`config.mk`:
```
export PLATFORM = sky130hd
export DESIGN_NAME = g9_program_loader_flat
export DESIGN_NICKNAME = d
export VERILOG_FILES = /design/src/rtl/g9_program_loader_if.sv /design/src/rtl/g9_program_loader.sv /design/src/flat_wrapper.sv
export SDC_FILE = /design/constraint.sdc
export NUM_CORES = 1
export LEC_CHECK = 0
export ABC_AREA = 1
export CORE_UTILIZATION = 40
export DETAILED_ROUTE_END_ITERATION = 8
export DONT_BUFFER_PORTS = 1
export PLACE_DENSITY_LB_ADDON = 0.08
export SLEW_MARGIN = 20
export SYNTH_ARGS = -nofsm -noshare
export SYNTH_HDL_FRONTEND = slang
export SYNTH_SLANG_ARGS = --single-unit
export TNS_END_PERCENT = 30
```
`constraint.sdc`:
```
create_clock -name clk -period 2.1 [get_ports clk]
set_input_delay 0.42 -clock clk [delete_from_list [all_inputs] [get_ports clk]]
set_output_delay 0.42 -clock clk [all_outputs]
set_load 0.005 [all_outputs]
```
`src/rtl/g9_program_loader_if.sv`:
```
// Byte-stream ingress and instruction-memory write port of the G9 program loader.
// slave = loader side, master = stream source / memory side.
interface g9_program_loader_if #(
  parameter int size      = 32,
  parameter int AddrWidth = 9
);
  logic [7:0]           in_data;
  logic                 in_valid;
  logic                 in_ready;
  logic                 imem_wea;
  logic [AddrWidth-1:0] imem_addra;
  logic [size-1:0]      imem_dina;

  modport slave  (input  in_data, in_valid,
                  output in_ready, imem_wea, imem_addra, imem_dina);
  modport master (output in_data, in_valid,
                  input  in_ready, imem_wea, imem_addra, imem_dina);
endinterface

```
`src/rtl/g9_program_loader.sv`:
```
// Loads a length-prefixed byte image into imem as big-endian words, one write 1 cycle after each 4th data byte.
// Byte stream is stalled (in_ready=0) in FLUSH/RUN/ERR; optional image checksum via G9_LOADER_CHECKSUM_EN.
module g9_program_loader #(
  parameter int size      = 32,
  parameter int MemSize   = 512,
  parameter int AddrWidth = 9
) (
  input  logic             clk,
  input  logic             reset,
  g9_program_loader_if.slave bus,
  input  logic             reload,
  output logic             cpu_run,
  output logic             busy,
  output logic             error
);

  typedef enum logic [2:0] {
    CNT_HI, CNT_LO, DATA,
`ifdef G9_LOADER_CHECKSUM_EN
    CSUM,
`endif
    FLUSH, RUN, ERR
  } state_t;

`ifdef G9_LOADER_CHECKSUM_EN
  localparam state_t DataDone = CSUM;
`else
  localparam state_t DataDone = FLUSH;
`endif

  state_t               state;
  state_t               state_nxt;
  logic [7:0]           cnt_hi;
  logic [15:0]          n_words;
  logic [15:0]          count_in;
  logic [1:0]           byte_cnt;
  logic [23:0]          asm_q;
  logic [AddrWidth:0]   word_idx;
  logic                 accept;
  logic                 last_word;
  logic                 loading_nxt;
  logic                 busy_nxt;
`ifdef G9_LOADER_CHECKSUM_EN
  logic [7:0]           csum;
`endif

  assign accept   = bus.in_valid && bus.in_ready;
  assign count_in = {cnt_hi, bus.in_data};

  always_comb begin
    state_nxt   = state;
    last_word   = (16'(word_idx) + 16'd1) == n_words;
    case (state)
      CNT_HI: if (accept) state_nxt = CNT_LO;
      CNT_LO: if (accept) begin
        if (count_in > 16'(MemSize))   state_nxt = ERR;
        else if (count_in == 16'd0)    state_nxt = DataDone;
        else                           state_nxt = DATA;
      end
      DATA: if (accept && byte_cnt == 2'd3 && last_word) state_nxt = DataDone;
`ifdef G9_LOADER_CHECKSUM_EN
      CSUM: if (accept) state_nxt = (bus.in_data == csum) ? FLUSH : ERR;
`endif
      FLUSH:    state_nxt = RUN;
      RUN, ERR: if (reload) state_nxt = CNT_HI;
      default:  state_nxt = CNT_HI;
    endcase

    loading_nxt = (state_nxt == CNT_HI) || (state_nxt == CNT_LO) || (state_nxt == DATA);
`ifdef G9_LOADER_CHECKSUM_EN
    loading_nxt = loading_nxt || (state_nxt == CSUM);
`endif
    busy_nxt = loading_nxt || (state_nxt == FLUSH);
  end

  // Outputs are registered from the next-state decode so they line up with the state register.
  always_ff @(posedge clk or negedge reset) begin
    if (!reset) begin
      state          <= CNT_HI;
      cnt_hi         <= 8'd0;
      n_words        <= 16'd0;
      byte_cnt       <= 2'd0;
      asm_q          <= 24'd0;
      word_idx       <= '0;
      bus.in_ready   <= 1'b1;
      bus.imem_wea   <= 1'b0;
      bus.imem_addra <= '0;
      bus.imem_dina  <= '0;
      cpu_run        <= 1'b0;
      busy           <= 1'b1;
      error          <= 1'b0;
`ifdef G9_LOADER_CHECKSUM_EN
      csum           <= 8'd0;
`endif
    end else begin
      state        <= state_nxt;
      bus.in_ready <= loading_nxt;
      busy         <= busy_nxt;
      cpu_run      <= (state_nxt == RUN);
      error        <= (state_nxt == ERR);
      bus.imem_wea <= 1'b0;

      if (state == CNT_HI && accept) cnt_hi  <= bus.in_data;
      if (state == CNT_LO && accept) n_words <= count_in;

      if (state == DATA && accept) begin
        byte_cnt <= byte_cnt + 2'd1;
        asm_q    <= {asm_q[15:0], bus.in_data};
`ifdef G9_LOADER_CHECKSUM_EN
        csum     <= csum ^ bus.in_data;
`endif
        if (byte_cnt == 2'd3) begin
          bus.imem_wea   <= 1'b1;
          bus.imem_addra <= word_idx[AddrWidth-1:0];
          bus.imem_dina  <= size'({asm_q, bus.in_data});
          word_idx       <= word_idx + 1'b1;
        end
      end

      if ((state == RUN || state == ERR) && reload) begin
        word_idx <= '0;
        byte_cnt <= 2'd0;
`ifdef G9_LOADER_CHECKSUM_EN
        csum     <= 8'd0;
`endif
      end
    end
  end

endmodule
```
`src/flat_wrapper.sv`:
```
// flat-port wrapper written by rule: the top's interface ports become plain ports
module g9_program_loader_flat 
#(
  parameter int size      = 32,
  parameter int MemSize   = 512,
  parameter int AddrWidth = 9
)
  (clk, reset, reload, cpu_run, busy, error, bus_in_data, bus_in_valid, bus_in_ready, bus_imem_wea, bus_imem_addra, bus_imem_dina);
  g9_program_loader_if #(.size(size), .AddrWidth(AddrWidth)) bus_i ();
  input  logic clk;
  input  logic reset;
  input  logic reload;
  output logic cpu_run;
  output logic busy;
  output logic error;
  input wire logic [$bits(bus_i.in_data)-1:0] bus_in_data;
  input wire logic [$bits(bus_i.in_valid)-1:0] bus_in_valid;
  output wire logic [$bits(bus_i.in_ready)-1:0] bus_in_ready;
  output wire logic [$bits(bus_i.imem_wea)-1:0] bus_imem_wea;
  output wire logic [$bits(bus_i.imem_addra)-1:0] bus_imem_addra;
  output wire logic [$bits(bus_i.imem_dina)-1:0] bus_imem_dina;
  assign bus_i.in_data = bus_in_data;
  assign bus_i.in_valid = bus_in_valid;
  assign bus_in_ready = bus_i.in_ready;
  assign bus_imem_wea = bus_i.imem_wea;
  assign bus_imem_addra = bus_i.imem_addra;
  assign bus_imem_dina = bus_i.imem_dina;
  g9_program_loader #(.size(size), .MemSize(MemSize), .AddrWidth(AddrWidth)) u_core (.clk(clk), .reset(reset), .bus(bus_i), .reload(reload), .cpu_run(cpu_run), .busy(busy), .error(error));
endmodule
```
### Word level (Yosys, flattened, before mapping)

Cells that the tools add are included.
W data, S select, Z words.

* latch bits: 0
* input port bits: 12
* bits in registers: 109
* bits in writable memories: 0
* memories kept: 0
* output and inout port bits: 46
* word-level logic and storage cells: 62
* ROM bits: 0

* eq/ne operators: 12
* divide/modulo/power cells: 0
* bitwise gates (word level): 0
* multipliers: 0
* mux-type cells: 14
* shift operators: 0
* magnitude comparators: 1
* reductions and logical operators: 19
* add/subtract/negate cells: 3

Operators with widths (number)
* $mux W10: 3
* $eq A16 B16 Y1: 1
* $gt A16 B10 Y1 const B: 1
* $logic_not A16 Y1: 1
* $mux W3: 5
* $pmux W3 S5: 1
* $eq A3 B2 Y1 const B: 4
* $eq A3 B3 Y1 const B: 4
* $add A10 B1 Y11 const B: 1
* $add A10 B1 Y10 const B: 1
* $logic_and A1 B1 Y1: 7
* $eq A3 B1 Y1 const B: 2
* $logic_not A3 Y1: 2
* $logic_or A1 B1 Y1: 4
* $mux W2: 2
* $reduce_and A2 Y1: 2
* $reduce_bool A2 Y1: 2
* $mux W1: 3
* $add A2 B1 Y2 const B: 1
* $eq A2 B2 Y1 const B: 1
* $reduce_or A2 Y1: 1

### Logic depth before layout (Yosys ltp)

* word-level depth: 9
* gate-level depth with buffers: 12
* mapped depth without buffers: 12

### Worst setup path before layout

No wires, ideal clock.

* path type: register -> register
* from: register u_core.word_idx[0]
* to: register u_core.cpu_run
* path slack: 0.541 ns
* stages on the path, launching flop included: 12
* data required time: 1.983 ns
* clock period less this slack: 1.559 ns
* library setup time: 0.117 ns
* path buffers: 0
* data arrival time: 1.442 ns
* path through: dfrtp_1 -> ha_1 -> inv_1 -> nor2_1 -> nor2_1 -> nand2_1 -> nor2_1 -> nand2_1 -> nor3_4 -> nand3_2 -> nand2_1 -> nor2_1

* word-level cells in the longest chain between the ends: 6

Ends and longest elaborated chain
* start, declared: RTL line g9_program_loader.sv:38 `logic [AddrWidth:0] word_idx;`
* start signal, assigned: RTL line g9_program_loader.sv:116 `word_idx <= word_idx + 1'b1;`
* $add A10 B1 Y11: RTL line g9_program_loader.sv:52 `last_word = (16'(word_idx) + 16'd1) == n_words;`
* $eq A16 B16 Y1: RTL line g9_program_loader.sv:52
* $logic_and A1 B1 Y1: RTL line g9_program_loader.sv:60 `DATA: if (accept && byte_cnt == 2'd3 && last_word) state_nxt = DataDone;`
* $mux W3: RTL line g9_program_loader.sv:60
* $pmux W3 S5: RTL line g9_program_loader.sv:53 `case (state)`
* via u_core.state_nxt[0]: RTL line g9_program_loader.sv:32 `state_t state_nxt;`
* $eq A3 B3 Y1: RTL line g9_program_loader.sv:99 `cpu_run <= (state_nxt == RUN);`
* end signal, assigned: RTL line g9_program_loader.sv:99
* end, declared: RTL line g9_program_loader.sv:12 `output logic cpu_run,`

The timed path passes the listed nets, and every way through them passes these cells.
A chain may end at the register's enable or synchronous reset.

### Worst setup path in the final report

Same ends and word-level chain as after synthesis.

==> impl_metrics.csv <==
group,metric,value,unit
status,status,"finished with violations",
status,failed_checks,"hold timing",
worst_setup_path,slowest_stage,"dfrtp_1",
hold_path,holdCritPathClass,"in2async",
synth,yosysWarningCount,0,
power,powerDensity,1130,nW/um^2
worst_setup_path,worst-path-buf-inv,0,
detailed_routing,post-route-drc-count,0,
synth,synthXorXnorAreaFrac,0,%
timing,final.setup_skew,0.00777,ns
worst_setup_path,r2r_slack,0.28,ns
synth,synth.distinct_cells,25,
cts,htree_levels,3,
cts,clkLatencyLatePin,0.35,ns
global_routing,antenna_found_initial,0,
synth,muxShareOfSynthArea,0.737,%
place,dpl.hpwl,6840,microns
timing,fin_crit_sh,86.6,%
detailed_routing,first_pass_iters,4,
detailed_routing,drt_wl_total,9840,microns
cts,cts_tree,"done",
place,numPortBuffers,0,
timing,max_freq,550,MHz
cts,cts_buffers,9,
die,core-area,11000,sq um
global_routing,track_usage,18.3,%
timing,whs,-0.240,ns
worst_setup_path,cp-start-kind,"flip-flop",
worst_setup_path,crit_path_end_kind,"flip-flop",
die,fp.dieH,109,microns
worst_setup_path,worstPathCellList,"ha_1, nand2_2, nor2_4, nand2_1, nand2_1, nand2_1, nand2_1, nand3_1, nor2_2, nand3_2, nand2_1, nor2_1",
cells_and_area,final_cells,664,
timing,tightest_slew,0.423,ns
detailed_routing,vias,3300,
synth,synth_cells,520,
timing,relSlewSlack,71.7,%
timing,drv_slew,0,
synth,synth_top_area_share,58.4,%
worst_setup_path,r2r-end,"u_core.cpu_run$_DFF_PN0_",
worst_setup_path,cpMostUsedCell,"nand2_1",
cts,post_cts_buffers,0,
die,initial_utilization,41.8,%
cts,clock_path_buffers,2,
detailed_routing,wl_per_cell,14.8,microns
cells_and_area,fillCellCount,1067,
detailed_routing,wl_met2,4220,microns
die,rows,38,
power,p_leak,0.00243,uW
synth,syn-num-nets,534,
worst_setup_path,crit_arrival,2.06,ns
worst_setup_path,crit_required,2.34,ns
worst_setup_path,r2r_start,"u_core.word_idx[0]$_DFFE_PN0P_",
cells_and_area,syn2layout_area_growth,10.1,%
synth,avgSynthCellArea,8.82,sq um
global_routing,grt_pass1_vias,3188,
die,pin_count,58,
flow_run,cap_violations,0,
detailed_routing,met3_length,543,microns
synth,synth_compound_area_share,11.7,%
synth,ys_ff_latch,109,
timing,fin_crit,1.82,ns
global_routing,grt_max_degree,110,
synth,synth_simple_gate_area_share,20.0,%
detailed_routing,top_layer,"met4",
timing,hold_viol,109,
global_routing,overflow,0,
worst_setup_path,critPathMaxStageDelay,0.47,ns
timing,final.setup.tns,0,ns
cells_and_area,drive_gt1_share,8.78,%
synth,synth_fa_ha_area_share,0.546,%
synth,syn_area,4590,sq um
power,ir_drop,0.000533,V
detailed_routing,ant_nets,0,
worst_setup_path,criticalPathCategory,"reg2reg",
cells_and_area,final_nets,533,
die,die_w,109,microns
cells_and_area,multi_input_area,1510,sq um
timing,setup_viol,0,
cells_and_area,ff_latch_area,2730,sq um
synth,synth_top_family_by_area,"simple AND/OR/NAND/NOR gates",
cts,path_clk_slew,0.07,ns
place,place.gp.congestion,0.848,
synth,synth_area_leader_cell,"dfrtp_1",
detailed_routing,wl_met1,4890,microns
detailed_routing,via_per_inst,4.97,
place,placed_cells,648,
cts,cts.sink_count,109,
worst_setup_path,r2r_cells,12,
die,die_area,11900,sq um
synth,netlist_top_cells_area,"dfrtp_1 58%, nand2_1 12%, o21ai_0 5.3%",
timing,rsz0062_at_grt,"no",
cts,post_cts_resize_count,0,
synth,yosysSeqAreaShare,59.5,%
worst_setup_path,crit_path_start,"u_core.word_idx[0]$_DFFE_PN0P_",
cts,root_buffer,"clkbuf_16",
worst_setup_path,crit_family,"simple AND/OR/NAND/NOR gates",
detailed_routing,drtIter0Drc,167,
cells_and_area,diodes,0,
worst_setup_path,path_max_fanout,6,
global_routing,grt_pass1_wl,16400,microns
-- cells in the final DEF (no fill, tap or decap), types with 3 or more instances in the layout --
cell type,instances
nand4_1,7
mux2_2,3
nor2_2,5
nand2_1,146
o22ai_1,8
clkbuf_16,9
nand3b_1,4
buf_4,5
nand3_1,25
dfrtp_1,107
o21ai_0,49
a21oi_1,4
inv_1,62
nor2_1,17
inv_2,8
o21ai_1,44
-- area by class of cell --
type / count / area share [%]
inverters: 71 / 5.28
clock buffers: 11 / 4.81
clock inverters: 5 / 1.29
repair buffers: 6 / 1.14
multi-input cells: 322 / 30.0
well taps: 140 / 3.47
flip-flops and latches: 109 / 54.1
-- cells in the mapped netlist, drive strengths merged --
cell	n
buf	7
or2	1
dfrtp	107
o21ai	93
dfstp	2
a21oi	4
nand3b	4
mux2	3
clkinv	1
nand4	7
ha	2
nor2	24
nand2	147
nand3	27
nor3	2
clkbuf	11
o22ai	8
inv	70
-- registers in the layout (all words and copies together) (netlist names) --
signal,cells
u_core.byte_cnt,2
u_core.error,1
u_core.cnt_hi,8
u_core.n_words,16
u_core.busy,1
u_core.bus.in_ready,1
u_core.word_idx,10
u_core.state,3
u_core.cpu_run,1
u_core.bus.imem_dina,32
u_core.bus.imem_wea,1
u_core.asm_q,24
u_core.bus.imem_addra,9
-- power breakdown --
group          switching [uW]  leakage (uW)  internal (uW)  total (uW)
registers                 334       0.00137           2600        2930
clock network             780      0.000144            971        1750
logic                     630      0.000923            386        1020
-- logic make-up after synthesis --
logic type	count (synthesis)
AND/OR/NAND/NOR	212
flip-flops	109
AO/OA/AOI/OAI	105
buffers and inverters	89
multiplexers	3
adder cells (fa/ha/maj)	2
-- layer usage --
metal / track usage, % / vias to the layer above
li1: - / 1669
met1: 26.1 / 1544
met2: 26.8 / 75
met3: 3.95 / 12
met4: 7.92 / 0
met5: 0 / -
-- worst register-to-register path, cell delays in order, from the launching register on --
cell	delay, ns
dfrtp_1	0.47
ha_1	0.23
nand2_2	0.12
nor2_4	0.17
nand2_1	0.09
nand2_1	0.09
nand2_1	0.05
nand2_1	0.05
nand3_1	0.08
nor2_2	0.11
nand3_2	0.12
nand2_1	0.10
nor2_1	0.04
-- stage by stage --
stage / cell area (sq um) / util, % / setup WS, ns / power [uW]
floorplan: 4590 / - / 0.541 / 3660
global placement: 4740 / 43.2 / 0.336 / 3970
detailed placement: 4740 / 43.2 / 0.286 / 4000
CTS: 5050 / 46.0 / 0.276 / 5770
global route: 5050 / 46.0 / 0.0890 / 6080
finish: 5050 / 46.0 / 0.282 / 5700
-- worst max-delay path by stage --
stage | cells past startpoint | slack, ns | endpoint
finish | 12 | 0.28 | u_core.cpu_run$_DFF_PN0_
global route | 12 | 0.09 | u_core.cpu_run$_DFF_PN0_
CTS | 11 | 0.28 | u_core.error$_DFF_PN0_
detailed placement | 12 | 0.29 | u_core.cpu_run$_DFF_PN0_
global placement | 11 | 0.34 | u_core.error$_DFF_PN0_
floorplan | 11 | 0.54 | u_core.cpu_run$_DFF_PN0_
(Power assumes the default switching activity.)
